### config.mk
export PLATFORM = sky130hd
export DESIGN_NAME = if_stage_mo
export DESIGN_NICKNAME = d
export VERILOG_FILES = /design/src/rtl/if_stage_mo_pkg.sv /design/src/rtl/if_stage_mo_fetch_ibuf.sv /design/src/rtl/if_stage_mo.sv
export SDC_FILE = /design/constraint.sdc
export NUM_CORES = 1
export LEC_CHECK = 0
export CORE_ASPECT_RATIO = 1.4
export CORE_UTILIZATION = 50
export DETAILED_ROUTE_END_ITERATION = 6
export PLACE_DENSITY_LB_ADDON = 0.25
export SLEW_MARGIN = 30
export SYNTH_ARGS = -nofsm -noshare
export SYNTH_HDL_FRONTEND = slang
export SYNTH_HIERARCHICAL = 1
export SYNTH_SLANG_ARGS = --single-unit
### constraint.sdc
create_clock -name clk -period 10.7 [get_ports clk]
set_clock_uncertainty 0.15 [all_clocks]
set_input_delay 2.675 -clock clk [delete_from_list [all_inputs] [get_ports clk]]
set_output_delay 2.675 -clock clk [all_outputs]
set_load 0.05 [all_outputs]
### src/rtl/if_stage_mo_pkg.sv
// Shared definitions for the multi-outstanding fetch stage: entry layout and defaults.
package if_stage_mo_pkg;

    localparam int unsigned DEF_ADDR_W   = 32;
    localparam int unsigned DEF_DATA_W   = 32;
    localparam logic [31:0] DEF_RESET_PC = 32'h1C00_0000;

    // Buffer entry layout, MSB to LSB: {adef, pc, inst}.
    function automatic int unsigned entry_w(input int unsigned addr_w, input int unsigned data_w);
        return 1 + addr_w + data_w;
    endfunction

    function automatic int unsigned pc_lsb(input int unsigned data_w);
        return data_w;
    endfunction

    function automatic int unsigned adef_bit(input int unsigned addr_w, input int unsigned data_w);
        return addr_w + data_w;
    endfunction

endpackage

### src/rtl/if_stage_mo_fetch_ibuf.sv
// Synchronous FIFO with explicit pointer wrap; flush overrides push and pop.
module fetch_ibuf #(
    parameter int unsigned WIDTH = 8,
    parameter int unsigned DEPTH = 4
) (
    input  logic                       clk,
    input  logic                       reset,
    input  logic                       push,
    input  logic [WIDTH-1:0]           push_data,
    input  logic                       pop,
    input  logic                       flush,
    output logic [$clog2(DEPTH+1)-1:0] count,
    output logic [WIDTH-1:0]           head
);

    localparam int unsigned PTR_W = (DEPTH > 1) ? $clog2(DEPTH) : 1;
    localparam int unsigned CNT_W = $clog2(DEPTH + 1);

    logic [WIDTH-1:0] mem [DEPTH];
    logic [PTR_W-1:0] wr_ptr_q, wr_ptr_d, rd_ptr_q, rd_ptr_d;
    logic [CNT_W-1:0] count_q, count_d;
    logic             push_en, pop_en;

    // Pop only when occupied; push into a full FIFO only alongside a pop.
    always_comb begin
        pop_en   = pop && (count_q != '0);
        push_en  = push && ((32'(count_q) < DEPTH) || pop_en);
        wr_ptr_d = wr_ptr_q;
        rd_ptr_d = rd_ptr_q;
        count_d  = count_q + CNT_W'(push_en) - CNT_W'(pop_en);
        if (push_en) begin
            wr_ptr_d = (wr_ptr_q == PTR_W'(DEPTH - 1)) ? '0 : wr_ptr_q + 1'b1;
        end
        if (pop_en) begin
            rd_ptr_d = (rd_ptr_q == PTR_W'(DEPTH - 1)) ? '0 : rd_ptr_q + 1'b1;
        end
        if (flush) begin
            wr_ptr_d = '0;
            rd_ptr_d = '0;
            count_d  = '0;
        end
    end

    // Pointer and occupancy registers.
    always_ff @(posedge clk) begin
        if (reset) begin
            wr_ptr_q <= '0;
            rd_ptr_q <= '0;
            count_q  <= '0;
        end else begin
            wr_ptr_q <= wr_ptr_d;
            rd_ptr_q <= rd_ptr_d;
            count_q  <= count_d;
        end
    end

    // Storage array; contents need no reset since occupancy gates visibility.
    always_ff @(posedge clk) begin
        if (push_en && !flush) begin
            mem[wr_ptr_q] <= push_data;
        end
    end

    assign count = count_q;
    assign head  = mem[rd_ptr_q];

endmodule

### src/rtl/if_stage_mo.sv
// Pipelined instruction fetch: several reads in flight, in-order responses, fetch buffer.
module if_stage_mo
    import if_stage_mo_pkg::*;
#(
    parameter int unsigned       ADDR_W          = DEF_ADDR_W,
    parameter int unsigned       DATA_W          = DEF_DATA_W,
    parameter int unsigned       MAX_OUTSTANDING = 2,
    parameter int unsigned       IBUF_DEPTH      = 4,
    parameter logic [ADDR_W-1:0] RESET_PC        = ADDR_W'(DEF_RESET_PC)
) (
    input  logic              clk,
    input  logic              reset,
    input  logic              redirect_valid,
    input  logic [ADDR_W-1:0] redirect_pc,
    output logic              inst_req,
    output logic [ADDR_W-1:0] inst_addr,
    input  logic              inst_addr_ok,
    input  logic [DATA_W-1:0] inst_rdata,
    input  logic              inst_data_ok,
    output logic              out_valid,
    input  logic              out_ready,
    output logic [ADDR_W-1:0] out_pc,
    output logic [DATA_W-1:0] out_inst,
    output logic              out_adef
);

    localparam int unsigned ENTRY_W  = entry_w(ADDR_W, DATA_W);
    localparam int unsigned PC_LSB   = pc_lsb(DATA_W);
    localparam int unsigned ADEF_BIT = adef_bit(ADDR_W, DATA_W);
    localparam int unsigned OW       = $clog2(MAX_OUTSTANDING + 1);
    localparam int unsigned CW       = $clog2(IBUF_DEPTH + 1);

    logic [ADDR_W-1:0]  pc_q, pc_d;
    logic [OW-1:0]      outstanding_q, outstanding_d;
    logic [OW-1:0]      stale_q, stale_d;
    logic               halted_q, halted_d;
    logic [OW-1:0]      live;

    logic [CW-1:0]      ibuf_count;
    logic [ENTRY_W-1:0] ibuf_head;
    logic [ENTRY_W-1:0] ibuf_push_data;
    logic               ibuf_push, ibuf_pop;
    logic [OW-1:0]      pcq_count;
    logic [ADDR_W-1:0]  pcq_head;

    logic               req_fire, resp_keep, adef_fire, aligned;

    // Request, response-acceptance and ADEF-insertion decisions.
    always_comb begin
        live      = outstanding_q - stale_q;
        aligned   = (pc_q[1:0] == 2'b00);
        inst_req  = !reset && !redirect_valid && !halted_q && aligned
                    && (32'(outstanding_q) < MAX_OUTSTANDING)
                    && ((32'(live) + 32'(ibuf_count)) < IBUF_DEPTH);
        req_fire  = inst_req && inst_addr_ok;
        resp_keep = inst_data_ok && (stale_q == '0) && !redirect_valid;
        // Misaligned PC waits until every live response has landed so order is kept.
        adef_fire = !reset && !redirect_valid && !halted_q && !aligned
                    && (live == '0) && (32'(ibuf_count) < IBUF_DEPTH);
        out_valid = !reset && (ibuf_count != '0) && !redirect_valid;
        ibuf_pop  = out_valid && out_ready;
        ibuf_push = resp_keep || adef_fire;
        ibuf_push_data = adef_fire ? {1'b1, pc_q, {DATA_W{1'b0}}}
                                   : {1'b0, pcq_head, inst_rdata};
    end

    // Next-state for PC, in-flight counters and halt flag.
    always_comb begin
        pc_d          = pc_q;
        halted_d      = halted_q;
        stale_d       = stale_q;
        outstanding_d = outstanding_q + OW'(req_fire) - OW'(inst_data_ok);
        if (redirect_valid) begin
            pc_d     = redirect_pc;
            halted_d = 1'b0;
            // Everything still unanswered after this edge belongs to the old path.
            stale_d  = outstanding_q - OW'(inst_data_ok);
        end else begin
            if (req_fire) begin
                pc_d = pc_q + ADDR_W'(4);
            end
            if (adef_fire) begin
                halted_d = 1'b1;
            end
            if (inst_data_ok && (stale_q != '0)) begin
                stale_d = stale_q - 1'b1;
            end
        end
    end

    // Fetch control state.
    always_ff @(posedge clk) begin
        if (reset) begin
            pc_q          <= RESET_PC;
            outstanding_q <= '0;
            stale_q       <= '0;
            halted_q      <= 1'b0;
        end else begin
            pc_q          <= pc_d;
            outstanding_q <= outstanding_d;
            stale_q       <= stale_d;
            halted_q      <= halted_d;
        end
    end

    // PCs of accepted requests, popped as responses return in order.
    fetch_ibuf #(
        .WIDTH (ADDR_W),
        .DEPTH (MAX_OUTSTANDING)
    ) u_pc_queue (
        .clk       (clk),
        .reset     (reset),
        .push      (req_fire),
        .push_data (pc_q),
        .pop       (inst_data_ok),
        .flush     (1'b0),
        .count     (pcq_count),
        .head      (pcq_head)
    );

    fetch_ibuf #(
        .WIDTH (ENTRY_W),
        .DEPTH (IBUF_DEPTH)
    ) u_ibuf (
        .clk       (clk),
        .reset     (reset),
        .push      (ibuf_push),
        .push_data (ibuf_push_data),
        .pop       (ibuf_pop),
        .flush     (redirect_valid),
        .count     (ibuf_count),
        .head      (ibuf_head)
    );

    assign inst_addr = pc_q;
    assign out_pc    = ibuf_head[PC_LSB +: ADDR_W];
    assign out_inst  = ibuf_head[0 +: DATA_W];
    assign out_adef  = ibuf_head[ADEF_BIT];

    a_no_orphan_resp : assert property (@(posedge clk) disable iff (reset)
        inst_data_ok |-> (outstanding_q != '0));

    a_pcq_tracks : assert property (@(posedge clk) disable iff (reset)
        pcq_count == outstanding_q);

endmodule

======== Yosys cells after proc, flatten, opt, wreduce, memory -nomap -nowiden ========
Memories as Yosys holds them, arrays and structs flattened. A register that Yosys moved wholly into a read port is not among the register bits.
Cells that the tools add are included.
cells by class
  $add $sub $neg .......................... 15
  magnitude comparators ................... 4
  equality and inequality tests ........... 2
  muxes and demuxes ....................... 17
  reduce and logical (&&, ||, !) cells .... 36
operator list
  operator                 number
  $mux W65                 1
  $mux W32                 2
  $add A32 B3 Y32 const B  1
  $logic_and A1 B1 Y1      20
  $mux W2                  6
  $mux W1                  8
  $reduce_bool A2 Y1       4
  $logic_not A2 Y1         3
  $sub A2 B1 Y2            3
  $add A2 B1 Y2            2
  $add A2 B1 Y2 const B    2
  $add A2 B3 Y4            1
  $eq A2 B2 Y1 const B     2
  $logic_not A1 Y1         4
  $lt A2 B2 Y1 const B     2
  $lt A4 B3 Y1 const B     1
  $add A3 B1 Y3            1
  $logic_or A1 B1 Y1       3
  $lt A3 B3 Y1 const B     1
  $reduce_bool A3 Y1       1
  $sub A3 B1 Y3            1
  $add A1 B1 Y1 const B    2
  $reduce_or A2 Y1         1
  $sub A2 B1 Y2 const B    1
  $sub A2 B2 Y2            1
storage, ports and cells
  register bits after elaboration ......... 48
  RAM bits ................................ 324
  input bits .............................. 70
  output and inout port bits .............. 99
  word-level logic and storage cells ...... 86
  memories ................................ 2
memory list
  name            words  width  read ports  clocked after memory_dff  wr ports  RTL line                      text
  u_ibuf.mem      4      65     1           1                         1         if_stage_mo_fetch_ibuf.sv:19  logic [WIDTH-1:0] mem [DEPTH];
  u_pc_queue.mem  2      32     1           1                         1         if_stage_mo_fetch_ibuf.sv:19

======== Longest topological paths before layout ========
  depth in word-level cells ............... 11
  mapped depth ............................ 17
  gate-level depth less buffers ........... 17

======== Hierarchy ========
Netlist, hierarchy kept.
by module, submodules not included
  module                    times used  cells each  area an instance (um^2)  seq. area each (um^2)
  fetch_ibuf at u_ibuf      1           390         9898.2                   7987.7
  if_stage_mo               1           367         2980.4                   740.7
  fetch_ibuf at u_pc_queue  1           124         2700.1                   2021.9

======== Worst setup path before layout ========
Ideal clock, no wire load.
  path kind ............................... input-to-reg
  start ................................... input reset
  end ..................................... memory u_ibuf/mem[1][0] (netlist bit), enable pin
  setup time .............................. 0.581 ns
  arrival ................................. 8.823 ns
  data required time ...................... 9.969 ns
  setup slack ............................. 1.146 ns
  stages on the path ...................... 7
  path buffers ............................ 1
  cells stage by stage .................... buf_4 nor2_1 o31a_1 and2_1 nor2b_1 nand2b_1 nor3b_1
on the way
  elaborated cells between the ends (all ways) .. 16
  classes of those cells .................. mux: 2; reduce/logical: 14
RTL lines
  element                           RTL line                      text
  from (decl)                       if_stage_mo.sv:12             input logic reset,
  $logic_not A1 Y1                  if_stage_mo.sv:60             out_valid = !reset && (ibuf_count != '0) && !redirect_valid;
  $logic_and A1 B1 Y1 (2 in a row)  if_stage_mo.sv:60
  named net out_valid               if_stage_mo.sv:20             output logic out_valid,
  $logic_and A1 B1 Y1               if_stage_mo.sv:61             ibuf_pop = out_valid && out_ready;
  named net ibuf_pop                if_stage_mo.sv:42             logic ibuf_push, ibuf_pop;
  $logic_and A1 B1 Y1               if_stage_mo_fetch_ibuf.sv:26  pop_en = pop && (count_q != '0);
  $logic_or A1 B1 Y1                if_stage_mo_fetch_ibuf.sv:27  push_en = push && ((32'(count_q) < DEPTH) || pop_en);
  $logic_and A1 B1 Y1               if_stage_mo_fetch_ibuf.sv:27
  $logic_and A1 B1 Y1               if_stage_mo_fetch_ibuf.sv:59  if (push_en && !flush) begin
  $mux W1                           if_stage_mo_fetch_ibuf.sv:59
  $mux W1 (implied by the code)     if_stage_mo_fetch_ibuf.sv:60  mem[wr_ptr_q] <= push_data;
  to (decl)                         if_stage_mo_fetch_ibuf.sv:19
The timed path passes the listed nets, and every way through them passes these cells.

======== Worst setup path after layout ========
  start ................................... input reset
  end ..................................... output inst_req
on the way
  cells in the longest elaborated chain, start to end .. 6
ends and longest elaborated chain
  element                           RTL line           text
  $logic_not A1 Y1                  if_stage_mo.sv:52  inst_req = !reset && !redirect_valid && !halted_q && aligned
  $logic_and A1 B1 Y1 (3 in a row)  if_stage_mo.sv:52
  $logic_and A1 B1 Y1               if_stage_mo.sv:53  && (32'(outstanding_q) < MAX_OUTSTANDING)
  $logic_and A1 B1 Y1               if_stage_mo.sv:54  && ((32'(live) + 32'(ibuf_count)) < IBUF_DEPTH);
  to (decl)                         if_stage_mo.sv:15  output logic inst_req,
Every way passes these cells.

==> impl_metrics.csv <==
group,metric,value,unit
status,outcome,"finished, final reports clean",
detailed_routing,route.detailed.drc,0,
worst_setup_path,cp-start-kind,"input pin",
grt,grt_first_pass_wirelength,49.7,mm
synth,synth_top_area_cell,"edfxtp_1",
worst_setup_path,cp_max_fo,43,
sta,holdWs,0.336,ns
sta,final_max_slew_viol_count,0,
placed_design,dp_hpwl,19.5,mm
synth,async_flop_share,0,%
worst_setup_path,endpoint_kind,"primary output",
grt,grt_use_total,21.0,%
floorplan,start_util,50.7,%
sta,rsz0062_at_grt,"false",
detailed_routing,routedWlPerCell,21.7,um
synth,synth-warning-count,6,
synth,ys_seq_area_share,69.0,%
sta,fmax,129,MHz
floorplan,pin_count,169,
synth,ys_types,68,
power,power_leakage,6.14,nW
sta,finalHoldViolations,0,
sta,tightest_slew,0.879,ns
hold_path,min_path_type,"reg -> reg",
cts,cts_max_level,2,
placed_design,pre_cts_ws,2.97,ns
cts,post_cts_buffers,0,
synth,avgSynthCellArea,17.7,um^2
cts,cts_tree,"done",
worst_setup_path,crit_arrival,4.92,ns
synth,synth_edf_count,324,
synth,synthTopCellsByCount,"edfxtp_1, mux4_2, dfxtp_1",
floorplan,core_area,0.0307,mm^2
sta,min_period_over_period,72.4,%
power,ir_worst_vdd,0.0000942,V
floorplan,die-area,0.0319,mm^2
synth,synth_area_leaders,"edfxtp_1, mux4_2, dfxtp_1",
sta,totalNegativeSetupSlack,0,ns
cts,cts_made_buffers,36,
floorplan,dieHeight,211,um
sta,fin_crit,7.74,ns
synth,yosysTopAreaCellShare,62.5,%
sta,setup_violations,0,
worst_setup_path,reg2reg_depth,16,
final_layout,final_layout_size_suffix_gt1_share,20.3,%
cts,clock_path_buffers,3,
detailed_routing,drtIter0Drc,451,
synth,ys_seq_elements,375,
worst_setup_path,critPathKind,"in -> out",
power,p_total,3.18,mW
floorplan,die_w,151,um
detailed_routing,drtAntennaViolNets,0,
synth,syn-cell-area,0.0156,mm^2
placed_design,routabilityCongestion,0.923,
placed_design,port_buffers,168,
cts,ctsResizeCount,0,
synth,synthFlopType,"edfxtp_1",
power,p_per_area,169,mW/mm^2
grt,grt_start_max_net_pins,67,
grt,grt_pass1_vias,8722,
synth,syn_inst,881,
final_layout,final_cells,1481,
cts,cts_hold_buffers,0,
synth,yosysMostFrequentCell,"edfxtp_1",
grt,overflow,0,
detailed_routing,via_per_inst,5.73,
sta,fin_ws,2.96,ns
hold_path,hold_depth,2,
worst_setup_path,critPathRequiredTime,7.88,ns
sta,max_slew_margin,41.4,%
placed_design,place_inst,1417,
detailed_routing,wirelength,32.1,mm
job,maxCapViolCount,0,
floorplan,rows,76,
grt,antenna_found_initial,0,
final_layout,area_delta_synth_final,20.7,%
detailed_routing,first_pass_iters,5,
cts,clk_latency,0.52,ns
final_layout,diodes,0,
cts,clkTransAtPathRegs,0.06,ns
detailed_routing,num_vias,8490,
cts,cts_sinks,375,
final_layout,fin_nets,1152,
cts,cts-root-buf,"clkbuf_16",
-- worst paths after layout --
| path | from | end | slack [ns] |
|---|---|---|---|
| hold reg to reg | u_ibuf/rd_ptr_q[0] | flip-flop | 0.34 |
| setup reg to reg | outstanding_q[0] | u_ibuf/count[2] | 6.85 |
| setup / recovery | reset | inst_req | 2.96 |
| hold / removal | u_ibuf/rd_ptr_q[0] | flip-flop | 0.34 |
-- critical path: stages --
cell,delay [ns]
clkdlybuf4s50_1,0.39
buf_4,0.28
nor3_1,0.32
nand4b_1,0.25
inv_2,0.17
clkdlybuf4s50_1,0.82
-- report_power, final --
part	switching, mW	internal [mW]
Sequential	0.0297	1.62
Combinational	0.150	0.100
Clock	0.511	0.766
Total	0.691	2.48
-- state kept, by name (all words and copies together), names as in the netlist, named ones only --
signal,flops
inst_addr,32
u_ibuf/mem,260
u_ibuf/rd_ptr_q,2
outstanding_q,2
halted_q,1
stale_q,2
u_pc_queue/count,2
u_pc_queue/mem,64
u_pc_queue/rd_ptr_q,1
u_pc_queue/wr_ptr_q,1
u_ibuf/wr_ptr_q,2
u_ibuf/count,3
-- placed cells by master (no fill, tap or decap), types with 4 or more instances in the layout --
master and n:
o21ai_0 16, o311ai_0 4, a311oi_1 4, xnor2_1 10, ha_1 16, mux2i_1 4, o211ai_1 6, nor2_1 19
or3_1 10, nor4_1 6, bufinv_16 4, mux2_4 30, mux4_2 65, clkinv_1 7, dfxtp_1 48, inv_1 24
a31oi_1 15, nand4_1 10, nor3b_2 5, mux2_2 34, a211oi_1 8, and3_1 6, clkbuf_16 38, clkinv_2 5
nor3_1 13, conb_1 7, nand3_1 11, and2_1 34, clkdlybuf4s50_1 168, buf_6 6, buf_4 7, edfxtp_1 324
nand4b_1 5, nand2_1 36, or4_1 5, a21oi_1 18
-- metrics by stage --
stage | area (um^2) | utilization [%]
2_1_floorplan | 15600 | -
3_3_place_gp | 17600 | 57.2
3_5_place_dp | 17600 | 57.3
4_1_cts | 18800 | 61.2
5_1_grt | 18800 | 61.2
6_report | 18800 | 61.2
-- cells by family (layout without fill, tap and decap cells) --
family	after synthesis	count (layout)	synth area share, %
DFF	375	375	69.0
and+or+nand+nor	187	187	7.31
muxes	135	135	15.1
AOI/OAI and AO/OA	89	89	3.77
buffers and inverters	66	270	2.71
adders and majority gates	17	17	1.41
xor gates and xnor gates	11	11	0.618
other	1	7	0.0241
-- cell type report --
class                   count  area [um^2]
multi-input cells         446         4460
well taps                 390          488
fillers                  2294        11900
clock buffers              45         1010
clock inverters            19          195
flip-flops and latches    375        10800
inverters                  25         93.8
repair buffers            181         1800
-- layer usage --
metal | up-vias | part of all wire, % | track usage, %
li1 | 3879 | - | -
met1 | 4283 | 40 | 26.7
met2 | 275 | 53 | 36.3
met3 | 53 | 5.3 | 3.52
met4 | 0 | 2.3 | 7.03
met5 | - | 0 | 0
Note: power is estimated with default switching activity, not from simulation.
